--- src/rtl/instr_fetch_unit_if.sv ---
// Fetch-unit boundary: program-counter handshake, instruction-memory bus and decode port.
// The fetch unit connects through "master"; the surrounding pipeline and memory connect through "slave".
interface instr_fetch_unit_if #(
  parameter int ADDR_W = 32,
  parameter int DATA_W = 32
);
  logic [ADDR_W-1:0] pc_reg;
  logic              pc_adv;
  logic              imem_req;
  logic [ADDR_W-1:0] imem_addr;
  logic              imem_gnt;
  logic              imem_rvalid;
  logic [DATA_W-1:0] imem_rdata;
  logic              flush;
  logic              inst_valid;
  logic              inst_ready;
  logic [DATA_W-1:0] inst_data;
  logic [ADDR_W-1:0] inst_pc;

  modport master (
    input  pc_reg, imem_gnt, imem_rvalid, imem_rdata, flush, inst_ready,
    output pc_adv, imem_req, imem_addr, inst_valid, inst_data, inst_pc
  );

  modport slave (
    output pc_reg, imem_gnt, imem_rvalid, imem_rdata, flush, inst_ready,
    input  pc_adv, imem_req, imem_addr, inst_valid, inst_data, inst_pc
  );
endinterface

--- src/rtl/instr_fetch_unit.sv ---
// Instruction fetch unit: issues one outstanding read per PC over req/gnt + rvalid, advances
// the PC on grant and buffers {pc, word} pairs in a small FIFO towards decode.
module instr_fetch_unit #(
  parameter int ADDR_W     = 32,
  parameter int DATA_W     = 32,
  parameter int FIFO_DEPTH = 2
) (
  input  logic                clk,
  input  logic                reset,
  instr_fetch_unit_if.master  bus
);

  localparam int PTR_W = $clog2(FIFO_DEPTH);
  localparam int CNT_W = PTR_W + 1;

  typedef enum logic [1:0] {IDLE, REQ, WAIT, DROP} state_t;

  state_t            state, state_nxt;
  logic [ADDR_W-1:0] req_pc;

  logic [DATA_W-1:0] fifo_data [FIFO_DEPTH];
  logic [ADDR_W-1:0] fifo_pc   [FIFO_DEPTH];
  logic [PTR_W-1:0]  wr_ptr, rd_ptr;
  logic [CNT_W-1:0]  count;

  logic req, grant, push, pop, has_space;

  // Space is checked at issue; with a single outstanding request the later push always fits.
  assign has_space = (count < CNT_W'(FIFO_DEPTH));
  assign pop       = bus.inst_valid & bus.inst_ready;

  // NOTE: every signal driven here gets a default first so no path can infer a latch.
  always_comb begin
    state_nxt = state;
    req       = 1'b0;
    grant     = 1'b0;
    push      = 1'b0;
    case (state)
      IDLE: state_nxt = REQ;
      REQ: begin
        req = has_space & ~reset;
        if (req && bus.imem_gnt) begin
          grant     = 1'b1;
          state_nxt = bus.flush ? DROP : WAIT;
        end
      end
      WAIT: begin
        if (bus.imem_rvalid) begin
          push      = ~bus.flush;
          state_nxt = REQ;
        end else if (bus.flush) begin
          state_nxt = DROP;
        end
      end
      DROP: if (bus.imem_rvalid) state_nxt = REQ;
      default: state_nxt = IDLE;
    endcase
  end

  // NOTE: sequential state uses non-blocking assignments so all registers update together.
  always_ff @(posedge clk) begin
    if (reset) begin
      state  <= IDLE;
      req_pc <= '0;
    end else begin
      state <= state_nxt;
      if (grant) req_pc <= bus.pc_reg;
    end
  end

  always_ff @(posedge clk) begin
    if (reset || bus.flush) begin
      wr_ptr <= '0;
      rd_ptr <= '0;
      count  <= '0;
    end else begin
      if (push) wr_ptr <= wr_ptr + PTR_W'(1);
      if (pop)  rd_ptr <= rd_ptr + PTR_W'(1);
      case ({push, pop})
        2'b10:   count <= count + CNT_W'(1);
        2'b01:   count <= count - CNT_W'(1);
        default: count <= count;
      endcase
    end
  end

  // NOTE: storage is not reset; entries are only visible while count says they are valid.
  always_ff @(posedge clk) begin
    if (push) begin
      fifo_data[wr_ptr] <= bus.imem_rdata;
      fifo_pc[wr_ptr]   <= req_pc;
    end
  end

  assign bus.imem_req   = req;
  assign bus.imem_addr  = bus.pc_reg;
  assign bus.pc_adv     = grant;
  assign bus.inst_valid = (count != '0);
  assign bus.inst_data  = bus.inst_valid ? fifo_data[rd_ptr] : '0;
  assign bus.inst_pc    = bus.inst_valid ? fifo_pc[rd_ptr]   : '0;

endmodule

--- src/flat_wrapper.sv ---
// flat-port wrapper written by rule: the top's interface ports become plain ports
module instr_fetch_unit_flat 
#(
  parameter int ADDR_W     = 32,
  parameter int DATA_W     = 32,
  parameter int FIFO_DEPTH = 2
)
  (clk, reset, bus_pc_reg, bus_imem_gnt, bus_imem_rvalid, bus_imem_rdata, bus_flush, bus_inst_ready, bus_pc_adv, bus_imem_req, bus_imem_addr, bus_inst_valid, bus_inst_data, bus_inst_pc);
  instr_fetch_unit_if #(.ADDR_W(ADDR_W), .DATA_W(DATA_W)) bus_i ();
  input  logic clk;
  input  logic reset;
  input wire logic [$bits(bus_i.pc_reg)-1:0] bus_pc_reg;
  input wire logic [$bits(bus_i.imem_gnt)-1:0] bus_imem_gnt;
  input wire logic [$bits(bus_i.imem_rvalid)-1:0] bus_imem_rvalid;
  input wire logic [$bits(bus_i.imem_rdata)-1:0] bus_imem_rdata;
  input wire logic [$bits(bus_i.flush)-1:0] bus_flush;
  input wire logic [$bits(bus_i.inst_ready)-1:0] bus_inst_ready;
  output wire logic [$bits(bus_i.pc_adv)-1:0] bus_pc_adv;
  output wire logic [$bits(bus_i.imem_req)-1:0] bus_imem_req;
  output wire logic [$bits(bus_i.imem_addr)-1:0] bus_imem_addr;
  output wire logic [$bits(bus_i.inst_valid)-1:0] bus_inst_valid;
  output wire logic [$bits(bus_i.inst_data)-1:0] bus_inst_data;
  output wire logic [$bits(bus_i.inst_pc)-1:0] bus_inst_pc;
  assign bus_i.pc_reg = bus_pc_reg;
  assign bus_i.imem_gnt = bus_imem_gnt;
  assign bus_i.imem_rvalid = bus_imem_rvalid;
  assign bus_i.imem_rdata = bus_imem_rdata;
  assign bus_i.flush = bus_flush;
  assign bus_i.inst_ready = bus_inst_ready;
  assign bus_pc_adv = bus_i.pc_adv;
  assign bus_imem_req = bus_i.imem_req;
  assign bus_imem_addr = bus_i.imem_addr;
  assign bus_inst_valid = bus_i.inst_valid;
  assign bus_inst_data = bus_i.inst_data;
  assign bus_inst_pc = bus_i.inst_pc;
  instr_fetch_unit #(.ADDR_W(ADDR_W), .DATA_W(DATA_W), .FIFO_DEPTH(FIFO_DEPTH)) u_core (.clk(clk), .reset(reset), .bus(bus_i));
endmodule
--- config.mk ---
export PLATFORM = sky130hd
export DESIGN_NAME = instr_fetch_unit_flat
export DESIGN_NICKNAME = d
export VERILOG_FILES = /design/src/rtl/instr_fetch_unit_if.sv /design/src/rtl/instr_fetch_unit.sv /design/src/flat_wrapper.sv
export SDC_FILE = /design/constraint.sdc
export NUM_CORES = 1
export LEC_CHECK = 0
export ABC_AREA = 1
export CAP_MARGIN = 20
export CORE_AREA = 5 5 124 126
export DETAILED_ROUTE_END_ITERATION = 16
export DIE_AREA = 0 0 129 131
export HOLD_SLACK_MARGIN = 0.03
export PLACE_DENSITY_LB_ADDON = 0.2
export RECOVER_POWER = 25
export SLEW_MARGIN = 20
export SYNTH_ARGS = -nofsm -noshare
export SYNTH_HDL_FRONTEND = slang
export SYNTH_SLANG_ARGS = --single-unit
--- constraint.sdc ---
create_clock -name clk -period 4.61 [get_ports clk]
set_input_delay 0.461 -clock clk [delete_from_list [all_inputs] [get_ports clk]]
set_output_delay 0.461 -clock clk [all_outputs]
set_load 0.03 [all_outputs]
# == Word level (Yosys, flattened, before mapping) ==
# Memory sizes are Yosys's and may differ from the RTL's. A register that Yosys moved wholly into a read port is not among the register bits.
# Cells that the tools add are included.
# op_classes
addsub,4
order_cmp,1
eq_ne,8
mux,20
n_bitwise,4
reduce_logical,6
# ops
cell,n
$mux W32,2
$mux W1,12
$mux W2,4
$pmux W2 S4,1
$eq A2 B2 Y1 const B,3
$eq A2 B1 Y1 const B,2
$pmux W2 S2,1
$reduce_bool A2 Y1,2
$ne A3 B3 Y1 const B,1
$reduce_and A3 Y1,1
$add A1 B1 Y1 const B,2
$add A2 B1 Y2 const B,1
$and A1 B1 Y1,2
$logic_not A2 Y1,1
$lt A2 B2 Y1 const B,1
$ne A2 B1 Y1 const B,1
$ne A2 B2 Y1 const B,1
$not A1 Y1,2
$sub A2 B1 Y2 const B,1
$logic_and A1 B1 Y1,1
$logic_or A1 B1 Y1,1
# totals
reg_bits,38
ram_bits,128
input_bits,70
out_inout_bits,99
elab_cells,50
memories,2
# memory_table
name,words,word_bits,rd,rd_ports_with_merged_regs,write_ports,line,source
u_core.fifo_data,2,32,1,1,1,instr_fetch_unit.sv:21,logic [DATA_W-1:0] fifo_data [FIFO_DEPTH];
u_core.fifo_pc,2,32,1,1,1,instr_fetch_unit.sv:22,logic [ADDR_W-1:0] fifo_pc [FIFO_DEPTH];

# == Logic depth before layout (Yosys ltp) ==
# Gate-level depths: netlist of run 1.
# depth
depth_word,5
depth_mapped,9
depth_no_buf,9

# == Worst setup path after synthesis of run 1 ==
# OpenSTA, ideal clock, no wires.
# synth_path
kind,register to register
startpoint,reg u_core.state[0]
endpoint,mem u_core.fifo_data[0][0] (enable)
setup_time_ns,0.487
arrival_ns,3.430
required_time_ns,4.123
path_slack_ns,0.694
path_stages_with_launch,5
n_path_buf,0
period_less_slack_ns,3.916
path_cell_list,dfxtp_1 inv_1 ha_1 nand3_1 nor2_1
# synth_between
elab_chain_len,4
# synth_rtl
item,line,source
from (decl),instr_fetch_unit.sv:18,"state_t state, state_nxt;"
from (signal assigned),instr_fetch_unit.sv:66,state <= state_nxt;
$eq A2 B2 Y1,instr_fetch_unit.sv:38,case (state)
$mux W1,instr_fetch_unit.sv:38,
$mux W1,instr_fetch_unit.sv:89,if (push) begin
$mux W1 (implied by the code),instr_fetch_unit.sv:90,fifo_data[wr_ptr] <= bus.imem_rdata;
to (decl),instr_fetch_unit.sv:21,
# No other way between the ends.

# == Worst setup path in the final report of run 1 ==
# layout_path
startpoint,reg u_core.count[1]
endpoint,out bus_inst_pc[11]
# layout_between
elab_chain_len,2
# layout_rtl
item,line,source
from (decl),instr_fetch_unit.sv:24,logic [CNT_W-1:0] count;
from (signal assigned),instr_fetch_unit.sv:80,2'b10: count <= count + CNT_W'(1);
from (signal assigned),instr_fetch_unit.sv:81,2'b01: count <= count - CNT_W'(1);
from (signal assigned),instr_fetch_unit.sv:82,default: count <= count;
$reduce_bool A2 Y1,instr_fetch_unit.sv:98,assign bus.inst_valid = (count != '0);
$mux W32,instr_fetch_unit.sv:100,assign bus.inst_pc = bus.inst_valid ? fifo_pc[rd_ptr] : '0;
to (decl),flat_wrapper.sv:23,output wire logic [$bits(bus_i.inst_pc)-1:0] bus_inst_pc;
# No other way between the ends.

==> out/qor.txt, run 1 <==
FF+latch area - 4630 um2
quantity of hold-fixing buffers added after cts - 0
number of vias per cell after detailed routing - 4.89
RePlAce Congestion - 0.784
Residual DRC - 0
ratio of cells with drive above 1 in the final layout - 14.3%
met3 routed WL - 873 um
synthesis-stage register bit count - 167
CTS Root Cell - sky130_fd_sc_hd__clkbuf_16
Iteration-0 DRC Markers - 253
highest achievable clock rate - 0.323 GHz
number of fill cells - 1093
footprint of the multi-input gates - 1670 um2
Critical Path RT - 4150 ps
Final HPWL DP - 8.95 mm
maximum clock insertion buffer count - 2
starting density of the core - 47.6%
number of distinct library cells after synthesis - 23
routed vias - 4447
Hold Crit Start - u_core.req_pc[21]
nature of the critical path startpoint - flop
top sig layer - met4
clock input transition at the sequential cells of the worst setup and hold paths - 60 ps
number of rows created at floorplan - 44
reg-to-reg slack, setup - 2080 ps
number of buffers created by CTS - 17
final critical-path share of the clock period - 67.2%
CTS tree - built
static leakage power - 3.07 nW
worst hold slack after final layout - 454 ps
Gates resized, CTS repair - 0
Critical path origin - u_core.count[1]
worst max-slew margin expressed relative to the limit - 40.2%
largest fanout of any net on the critical path - 48
grt ovf - 0
Worst path top cell family by delay - buffers and inverters
Core Box Area - 14200 um2
end point of the worst hold path - u_core.fifo_pc[0][21]
number of global-route vias before repair - 4387
antenna violation net count after detailed routing - 0
outcome - finished clean
synthesis-to-finish area growth - 31.4%
mapped cell area - 6750 um2
class of the worst hold path - reg2reg
CP arrival - 2640 ps
wire length the detailed router placed on met1 - 6.30 mm
aggregate negative setup slack - 0 ps
WL/cell - 15.4 um
list of cells traversed by the critical path - nor2_4 > buf_4 > a21oi_1 > clkdlybuf4s50_1
H-tree depth - 4
number of hold violations in the final report - 0
slew at the pin closest to its max-slew limit - 896 ps
total wirelength of the detailed-routed design - 14.0 mm
number of antenna violations at the first check in global routing - 0
Total Power Consumption - 3.50 mW
worst-case clock skew - 7.80 ps
syn avg cell area - 11.7 um2
worst hold stages - 0
source of the worst register-to-register timing path - u_core.count[1]
Skew-Pair Late Insertion Delay - 410 ps
portion of the post-synthesis area used by sequential elements - 68.5%
VDD IR max - 0.229 mV
critical path's largest stage delay - 640 ps
wire length of the first global-routing pass - 21.7 mm
Final Setup Violations - 0
unrepaired setup endpoints after global routing - no
count of maximum capacitance violations - 0
setup bufs post-CTS - 0
I/O Pins - 169
die extent in y - 131 um
Num Clock Sinks - 167
Core Util, Final - 62.5%
Post-Layout Cell Count - 910
count of nets after finishing - 787
synthesis warning total - 0
cell total after placement - 877
Cells after Synth - 579
count of TritonRoute iterations in the first routing pass - 4
endpoint of the lowest-slack register-to-register path - u_core.count[1]
number of buffer and inverter stages on the critical path - 2
total global-route track usage - 16.7%
width of the chip - 129 um
PortBufs - 168
highest-delay cell along the critical path - sky130_fd_sc_hd__clkdlybuf4s50_1
Final min period - 3100 ps
kind of end point of the critical path - primary output
pin count of the biggest net entering global routing - 65
Power Density - 394 nW/um2
total die area - 16900 um2
net count after synthesis - 654
Pins Over Slew Limit - 0
logic depth of the worst register-to-register path - 8
path type of the worst setup path - reg2out
met2 layer wire length in the routed design - 6.58 mm
[metal layers]
layer / up-vias / track usage (%)
met1: 2083 / 22.0
met2: 146 / 26.6
li1: 2198 / -
met5: - / 0
met3: 20 / 4.23
met4: 0 / 6.67
[area by class of cell]
type                            instances  area share (%)
Antenna cell                            1          0.0282
Clock buffer                           18            4.84
Clock inverter                         14            1.40
Inverter                               15           0.677
Multi-Input combinational cell        335            18.8
Sequential cell                       167            52.1
Tap cell                              184            2.59
Timing Repair Buffer                  176            19.6
[worst max path at each step]
| stage | end | slack (ps) | depth (start not counted) |
|---|---|---|---|
| after floorplan | u_core.fifo_data[0][0] | 690 | 4 |
| after global placement | u_core.fifo_data[1][11] | 1910 | 5 |
| after detailed placement | u_core.fifo_data[1][11] | 1880 | 5 |
| after CTS | bus_inst_pc[18] | 1470 | 4 |
| after global routing | bus_inst_pc[17] | 1330 | 4 |
| final | bus_inst_pc[11] | 1510 | 4 |
[cell families (layout without fill, tap and decap cells)]
| family | Yosys count | count (layout) | synth area share (%) |
|---|---|---|---|
| AOI/OAI and AO/OA | 105 | 105 | 9.39 |
| adders and majority gates | 5 | 5 | 0.926 |
| DFF | 167 | 167 | 68.5 |
| and+or+nand+nor | 225 | 225 | 14.0 |
| buffers and inverters | 77 | 223 | 7.19 |
| other | 0 | 1 | 0 |
[layout by cell type, fill, tap and decap left out, drive strengths merged]
cell type | synthesis | routed
a21oi | 102 | 102
buf | 48 | 9
bufinv | 0 | 1
clkbuf | 14 | 18
clkdlybuf4s50 | 0 | 150
clkinv | 0 | 7
clkinvlp | 0 | 2
dfxtp | 39 | 39
diode | 0 | 1
dlygate4sd3 | 0 | 17
edfxtp | 128 | 128
ha | 5 | 5
inv | 15 | 19
nand2 | 207 | 207
nand3 | 4 | 4
nor2 | 12 | 12
nor3 | 1 | 1
nor3b | 1 | 1
o21ai | 3 | 3
[cells in the mapped netlist (all sizes together)]
library cell	count	share of area, %
inv	15	0.87
nor2	12	0.78
buf	48	5.5
nor3b	1	0.11
nand3	4	0.48
ha	5	0.93
dfxtp	39	12
a21oi	102	9.2
nand2	207	13
o21ai	3	0.22
nor3	1	0.074
edfxtp	128	57
clkbuf	14	0.78
[stage by stage]
stage / cell area, um2 / setup WS [ps]
after global routing: 8870 / 1330
after CTS: 8870 / 1470
after detailed placement: 8320 / 1880
final: 8870 / 1510
after floorplan: 6750 / 694
after global placement: 8320 / 1910
[where the power goes]
group          internal (mW)  total, mW  switching (mW)
Combinational          0.183      0.451           0.268
Sequential              1.70       1.74          0.0356
Clock                  0.747       1.31           0.563
Total                   2.63       3.50           0.867
[sequential cells by signal, summed over array words and instances, names as in the netlist, named ones only]
name	cells
u_core.state	2
u_core.count	2
u_core.req_pc	32
u_core.fifo_data	64
u_core.rd_ptr	1
u_core.fifo_pc	64
u_core.wr_ptr	1
(Power assumes the default switching activity.)
==> run 2, diff against run 1 <==
clock period = 2.9 ns   (was 4.61 ns; I/O delays follow)
==> run 2 against run 1 <==
  * Design area up 1.8%
  * Critical endpoint is now bus_inst_data[3]
  * Critical path type unchanged
  * Total power up 64%
  * Highest routed layer unchanged
  * Combinational power up 64%
  * Utilization up 1.1 points
  * Sequential cell count unchanged
  * Global-route usage up 0.77 points
  * Clock skew down 4.3 ps
  * Largest cell class unchanged
  * Via count up 1.3%
  * Clock power up 71%
  * Hold slack worse by 200 ps
==> out/qor.txt, run 2 (synthesis gave the netlist of run 1 again) <==
die extent in y - 131 um (unchanged)
path type of the worst setup path - reg2out (unchanged)
outcome - finished clean (unchanged)
final critical-path share of the clock period - 92.8%
starting density of the core - 47.6% (unchanged)
count of nets after finishing - 791 (was 787)
H-tree depth - 4 (unchanged)
total die area - 16900 um2 (unchanged)
total global-route track usage - 17.4% (was 16.7%)
unrepaired setup endpoints after global routing - no (unchanged)
WL/cell - 16.0 um (was 15.4 um)
width of the chip - 129 um (unchanged)
Worst path top cell family by delay - buffers and inverters (unchanged)
highest achievable clock rate - 0.372 GHz
count of TritonRoute iterations in the first routing pass - 4 (unchanged)
worst-case clock skew - 3.48 ps (was 7.80 ps)
CP arrival - 2400 ps (was 2640 ps)
number of vias per cell after detailed routing - 4.93 (was 4.89)
number of hold violations in the final report - 0 (unchanged)
critical path's largest stage delay - 710 ps (was 640 ps)
largest fanout of any net on the critical path - 25 (was 48)
Power Density - 636 nW/um2 (was 394 nW/um2)
antenna violation net count after detailed routing - 0 (unchanged)
Iteration-0 DRC Markers - 322 (was 253)
Skew-Pair Late Insertion Delay - 410 ps (about the same)
pin count of the biggest net entering global routing - 65 (unchanged)
PortBufs - 168 (unchanged)
maximum clock insertion buffer count - 2 (unchanged)
I/O Pins - 169 (unchanged)
Core Box Area - 14200 um2 (unchanged)
count of maximum capacitance violations - 0 (unchanged)
wire length of the first global-routing pass - 22.4 mm (was 21.7 mm)
Pins Over Slew Limit - 0 (unchanged)
list of cells traversed by the critical path - inv_2 > buf_4 > nand2_1 > a21oi_1 > clkdlybuf4s50_1 (was nor2_4 > buf_4 > a21oi_1 > clkdlybuf4s50_1)
diodes inserted - 0 (was 1)
static leakage power - 3.16 nW (was 3.07 nW)
slew at the pin closest to its max-slew limit - 558 ps (was 896 ps)
quantity of hold-fixing buffers added after cts - 0 (unchanged)
highest-delay cell along the critical path - sky130_fd_sc_hd__clkdlybuf4s50_1 (unchanged)
Gates resized, CTS repair - 0 (unchanged)
clock input transition at the sequential cells of the worst setup and hold paths - 60 ps (about the same)
Total Power Consumption - 5.74 mW (was 3.50 mW)
number of rows created at floorplan - 44 (unchanged)
worst max-slew margin expressed relative to the limit - 62.7% (was 40.2%)
ratio of cells with drive above 1 in the final layout - 16.0% (was 14.3%)
nature of the critical path startpoint - flop (unchanged)
number of buffer and inverter stages on the critical path - 3 (was 2)
number of global-route vias before repair - 4480 (was 4387)
total wirelength of the detailed-routed design - 14.7 mm (was 14.0 mm)
CTS Root Cell - sky130_fd_sc_hd__clkbuf_16 (unchanged)
Critical Path RT - 2610 ps (was 4150 ps)
kind of end point of the critical path - primary output (unchanged)
Final HPWL DP - 9.61 mm (was 8.95 mm)
Num Clock Sinks - 167 (unchanged)
Final Setup Violations - 0 (unchanged)
Core Util, Final - 63.6% (was 62.5%)
RePlAce Congestion - 0.782 (was 0.784)
Residual DRC - 0 (unchanged)
number of buffers created by CTS - 17 (unchanged)
synthesis-to-finish area growth - 33.7% (was 31.4%)
most common cell after layout, fill and taps aside - sky130_fd_sc_hd__nand2_1 (unchanged)
commonest non-fill, non-tap cells in the layout - sky130_fd_sc_hd__nand2_1 (178), sky130_fd_sc_hd__clkdlybuf4s50_1 (134), sky130_fd_sc_hd__edfxtp_1 (128), sky130_fd_sc_hd__a21oi_1 (73), sky130_fd_sc_hd__dfxtp_1 (38) (was sky130_fd_sc_hd__nand2_1 (178), sky130_fd_sc_hd__clkdlybuf4s50_1 (150), sky130_fd_sc_hd__edfxtp_1 (128), sky130_fd_sc_hd__a21oi_1 (73), sky130_fd_sc_hd__dfxtp_1 (38))
Final min period - 2690 ps
VDD IR max - 0.404 mV (was 0.229 mV)
class of the worst hold path - in2reg (was reg2reg)
aggregate negative setup slack - 0 ps (unchanged)
number of antenna violations at the first check in global routing - 0 (unchanged)
CTS tree - built (unchanged)
routed vias - 4503 (was 4447)
setup bufs post-CTS - 0 (unchanged)
grt ovf - 0 (unchanged)
biggest regs - u_core.fifo_data x64, u_core.fifo_pc x64, u_core.req_pc x32 (unchanged)
[run 2: cell count changes in the layout (fill, tap and decap cells not counted), moves of 2 or more]
cell and delta:
sky130_fd_sc_hd__dlygate4sd3_1 +7, sky130_fd_sc_hd__buf_12 +8, sky130_fd_sc_hd__clkdlybuf4s50_1 -16, sky130_fd_sc_hd__clkbuf_8 +4
sky130_fd_sc_hd__clkinvlp_4 -2, sky130_fd_sc_hd__buf_4 +5, sky130_fd_sc_hd__inv_6 -5
[run 2: path summary, 6_finish.rpt]
check,endpoint,cells after the start,slack [ps],start
max,bus_inst_data[3],5,210,flop
min,u_core.state[0],4,250,reset
max reg2reg,u_core.fifo_pc[1][21],5,870,u_core.state[0]
min reg2reg,u_core.fifo_pc[1][30],0,450,u_core.req_pc[30]
[run 2: through the flow]
step           hold slack [ps]  instances  setup slack (ps)  area (um2)
2_1_floorplan              389        579             -1020        6750
3_3_place_gp               433        881               665        8430
3_5_place_dp               439        881               617        8430
4_1_cts                    228        913               161        9030
6_report                   252        913               209        9030
5_1_grt                    269        913              81.3        9030
[run 2: per-layer routing]
metal | part of all wire, % | vias up | track usage, % | wire length, um
li1 | - | 2207 | - | -
met3 | 6.4 | 11 | 4.27 | 943
met4 | 0.92 | 0 | 6.30 | 135
met1 | 43 | 2130 | 22.0 | 6270
met5 | 0 | - | 0 | 0
met2 | 50 | 155 | 29.4 | 7300
[run 2: area by class of cell]
| type | instances | area (um2) |
|---|---|---|
| fillers | 1096 | 5170 |
| flip-flops and latches | 167 | 4630 |
| repair buffers | 180 | 1840 |
| multi-input cells | 335 | 1670 |
| clock buffers | 24 | 513 |
| well taps | 184 | 230 |
| clock inverters | 8 | 92.6 |
| inverters | 15 | 58.8 |
[run 2: worst reg2reg max path: stages, from the launching register on]
cell and delay [ps]:
sky130_fd_sc_hd__dfxtp_1 360, sky130_fd_sc_hd__inv_1 80, sky130_fd_sc_hd__ha_1 200, sky130_fd_sc_hd__nand3_1 290, sky130_fd_sc_hd__nor2_4 540, sky130_fd_sc_hd__buf_12 270
[run 2: report_power, final]
part	switching [mW]	leakage (nW)	internal, mW	total, mW
Clock	0.831	0.303	1.40	2.24
Sequential	0.0604	1.41	2.71	2.77
Combinational	0.439	1.44	0.299	0.738
==> run 3, diff against run 2 <==
DONT_BUFFER_PORTS = 1   (was default)
clock period = 2.3 ns   (was 2.9 ns; I/O delays follow)
==> run 3 against run 2 <==
  * Final cell count down 4.2%
  * Sequential power is 26% higher
  * Design area fell by 5.7%
  * Clock power is 35% higher
  * Clock-buffer cell count down 3
  * Die area unchanged
  * Non-clock buffer count decreased by 38
  * Critical path type unchanged
  * Sequential share of layout area grew 3.1 points
  * Largest cell class unchanged
  * First-iteration DRC count decreased by 19%
  * Hold slack got worse by 150 ps
==> out/qor.txt, run 3 (synthesis gave the netlist of run 1 again) <==
kind of end point of the critical path - primary output (unchanged)
Final HPWL DP - 8.60 mm (was 9.61 mm)
Pins Over Slew Limit - 0 (unchanged)
Critical Path RT - 2070 ps (was 2610 ps)
Core Box Area - 14200 um2 (unchanged)
number of buffers created by CTS - 17 (unchanged)
pin count of the biggest net entering global routing - 65 (unchanged)
wire length of the first global-routing pass - 21.1 mm (was 22.4 mm)
ratio of cells with drive above 1 in the final layout - 25.2% (was 16.0%)
width of the chip - 129 um (unchanged)
number of fill cells - 1163 (was 1096)
diodes inserted - 0 (unchanged)
commonest non-fill, non-tap cells in the layout - sky130_fd_sc_hd__nand2_1 (178), sky130_fd_sc_hd__edfxtp_1 (128), sky130_fd_sc_hd__a21oi_1 (73), sky130_fd_sc_hd__buf_4 (72), sky130_fd_sc_hd__dlygate4sd3_1 (65) (was sky130_fd_sc_hd__nand2_1 (178), sky130_fd_sc_hd__clkdlybuf4s50_1 (134), sky130_fd_sc_hd__edfxtp_1 (128), sky130_fd_sc_hd__a21oi_1 (73), sky130_fd_sc_hd__dfxtp_1 (38))
Area after DPL - 7190 um2 (was 8430 um2)
CTS Root Cell - sky130_fd_sc_hd__clkbuf_16 (unchanged)
count of nets after finishing - 753 (was 791)
Core Util, Final - 59.9% (was 63.6%)
I/O Pins - 169 (unchanged)
class of the worst hold path - in2reg (unchanged)
Iteration-0 DRC Markers - 260 (was 322)
unrepaired setup endpoints after global routing - no (unchanged)
count of maximum capacitance violations - 0 (unchanged)
Residual DRC - 0 (unchanged)
H-tree depth - 4 (unchanged)
cell total after placement - 777 (was 881)
maximum clock insertion buffer count - 2 (unchanged)
final critical-path share of the clock period - 90.9%
total wirelength of the detailed-routed design - 13.8 mm (was 14.7 mm)
path type of the worst setup path - reg2out (unchanged)
total die area - 16900 um2 (unchanged)
number of rows created at floorplan - 44 (unchanged)
number of antenna violations at the first check in global routing - 0 (unchanged)
Final Worst Setup Slack - 208 ps (was 209 ps)
Final min period - 2090 ps
WL/cell - 15.8 um (was 16.0 um)
VDD IR max - 0.502 mV (was 0.404 mV)
biggest regs - u_core.fifo_data x64, u_core.fifo_pc x64, u_core.req_pc x32 (unchanged)
PortBufs - 0 (was 168)
grt ovf - 0 (unchanged)
proportion of power drawn by the clock network - 41.5% (was 38.9%)
most common cell after layout, fill and taps aside - sky130_fd_sc_hd__nand2_1 (unchanged)
total global-route track usage - 16.4% (was 17.4%)
number of vias per cell after detailed routing - 4.96 (was 4.93)
antenna violation net count after detailed routing - 0 (unchanged)
CP arrival - 1860 ps (was 2400 ps)
fraction of power consumed by sequential logic - 48.0% (was 48.2%)
largest fanout of any net on the critical path - 25 (unchanged)
highest achievable clock rate - 0.478 GHz
synthesis-to-finish area growth - 26.0% (was 33.7%)
Final Setup Violations - 0 (unchanged)
final design area excluding fillers - 8510 um2 (was 9030 um2)
outcome - finished clean (unchanged)
Placement Setup Slack - 454 ps (was 617 ps)
routed vias - 4340 (was 4503)
net switching power figure - 1.62 mW (was 1.33 mW)
CTS tree - built (unchanged)
aggregate negative setup slack - 0 ps (unchanged)
RePlAce Congestion - 0.750 (was 0.782)
slew at the pin closest to its max-slew limit - 577 ps (was 558 ps)
worst-case clock skew - 5.16 ps (was 3.48 ps)
Power Density - 854 nW/um2 (was 636 nW/um2)
number of global-route vias before repair - 4166 (was 4480)
number of hold violations in the final report - 0 (unchanged)
Post-Layout Cell Count - 875 (was 913)
total internal power - 5.64 mW (was 4.41 mW)
Skew-Pair Late Insertion Delay - 410 ps (about the same)
nature of the critical path startpoint - flop (unchanged)
die extent in y - 131 um (unchanged)
clock input transition at the sequential cells of the worst setup and hold paths - 60 ps (about the same)
static leakage power - 3.15 nW (was 3.16 nW)
count of TritonRoute iterations in the first routing pass - 5 (was 4)
power share of the combinational group - 10.5% (was 12.9%)
starting density of the core - 47.6% (unchanged)
net switching fraction of the power - 22.4% (was 23.2%)
Num Clock Sinks - 167 (unchanged)
worst max-slew margin expressed relative to the limit - 61.5% (was 62.7%)
## run 3: cell count changes in the layout (fill, tap and decap cells not counted), sizes merged
cell / delta
dlygate4sd3: +41
clkdlybuf4s50: -134
clkinvlp: +2
clkbuf: -3
clkinv: -2
bufinv: +2
buf: +55
inv: +1
## run 3: layout make-up
cell class	instances	area, um2	area share (%)
Sequential cell	167	4630	54.3
Multi-Input combinational cell	335	1670	19.6
Timing Repair Buffer	142	1280	15.1
Clock buffer	21	482	5.66
Tap cell	184	230	2.70
Clock inverter	11	168	1.97
Inverter	15	58.8	0.691
## run 3: power by group through the flow
stage	registers [mW]	clock network, mW	logic (mW)
floorplan	3.53	0	0.625
global placement	3.54	0	0.615
detailed placement	3.55	0	0.644
CTS	3.49	3.08	0.770
global route	3.50	3.22	0.837
finish	3.49	3.02	0.762
## run 3: timing repair
item,CTS,global route
hold buffers,66,0
gates resized for setup,0,1
buffers inserted,0,0
setup endpoints to repair,0,1
hold endpoints to repair,101,0
## run 3: worst max-delay path: stages (launching register included)
cell and delay (ps):
sky130_fd_sc_hd__dfxtp_2 320, sky130_fd_sc_hd__inv_2 390, sky130_fd_sc_hd__buf_4 270, sky130_fd_sc_hd__nand2_1 60
sky130_fd_sc_hd__a21oi_1 190, sky130_fd_sc_hd__buf_4 200
## run 3: worst paths after layout
path               startpoint                   end  slack [ps]  depth (start not counted)
max                      flop       bus_inst_pc[13]         210                          5
min            bus_inst_ready         u_core.rd_ptr         110                          3
max reg2reg   u_core.state[0]      u_core.req_pc[3]         250                          6
min reg2reg  u_core.req_pc[5]  u_core.fifo_pc[0][5]         450                          0
## run 3: routing by layer
layer | global-route usage, % | vias up | share of wire, %
met2 | 27.6 | 134 | 50
met5 | 0 | - | 0
met4 | 5.31 | 0 | 0.91
li1 | - | 2123 | -
met1 | 20.6 | 2070 | 43
met3 | 4.47 | 13 | 6.5
## run 3: per-stage QoR
stage	total power, mW	hold slack [ps]
6_report	7.27	107
5_1_grt	7.56	136
4_1_cts	7.33	85.2
3_5_place_dp	4.20	302
3_3_place_gp	4.15	300
2_1_floorplan	4.16	329
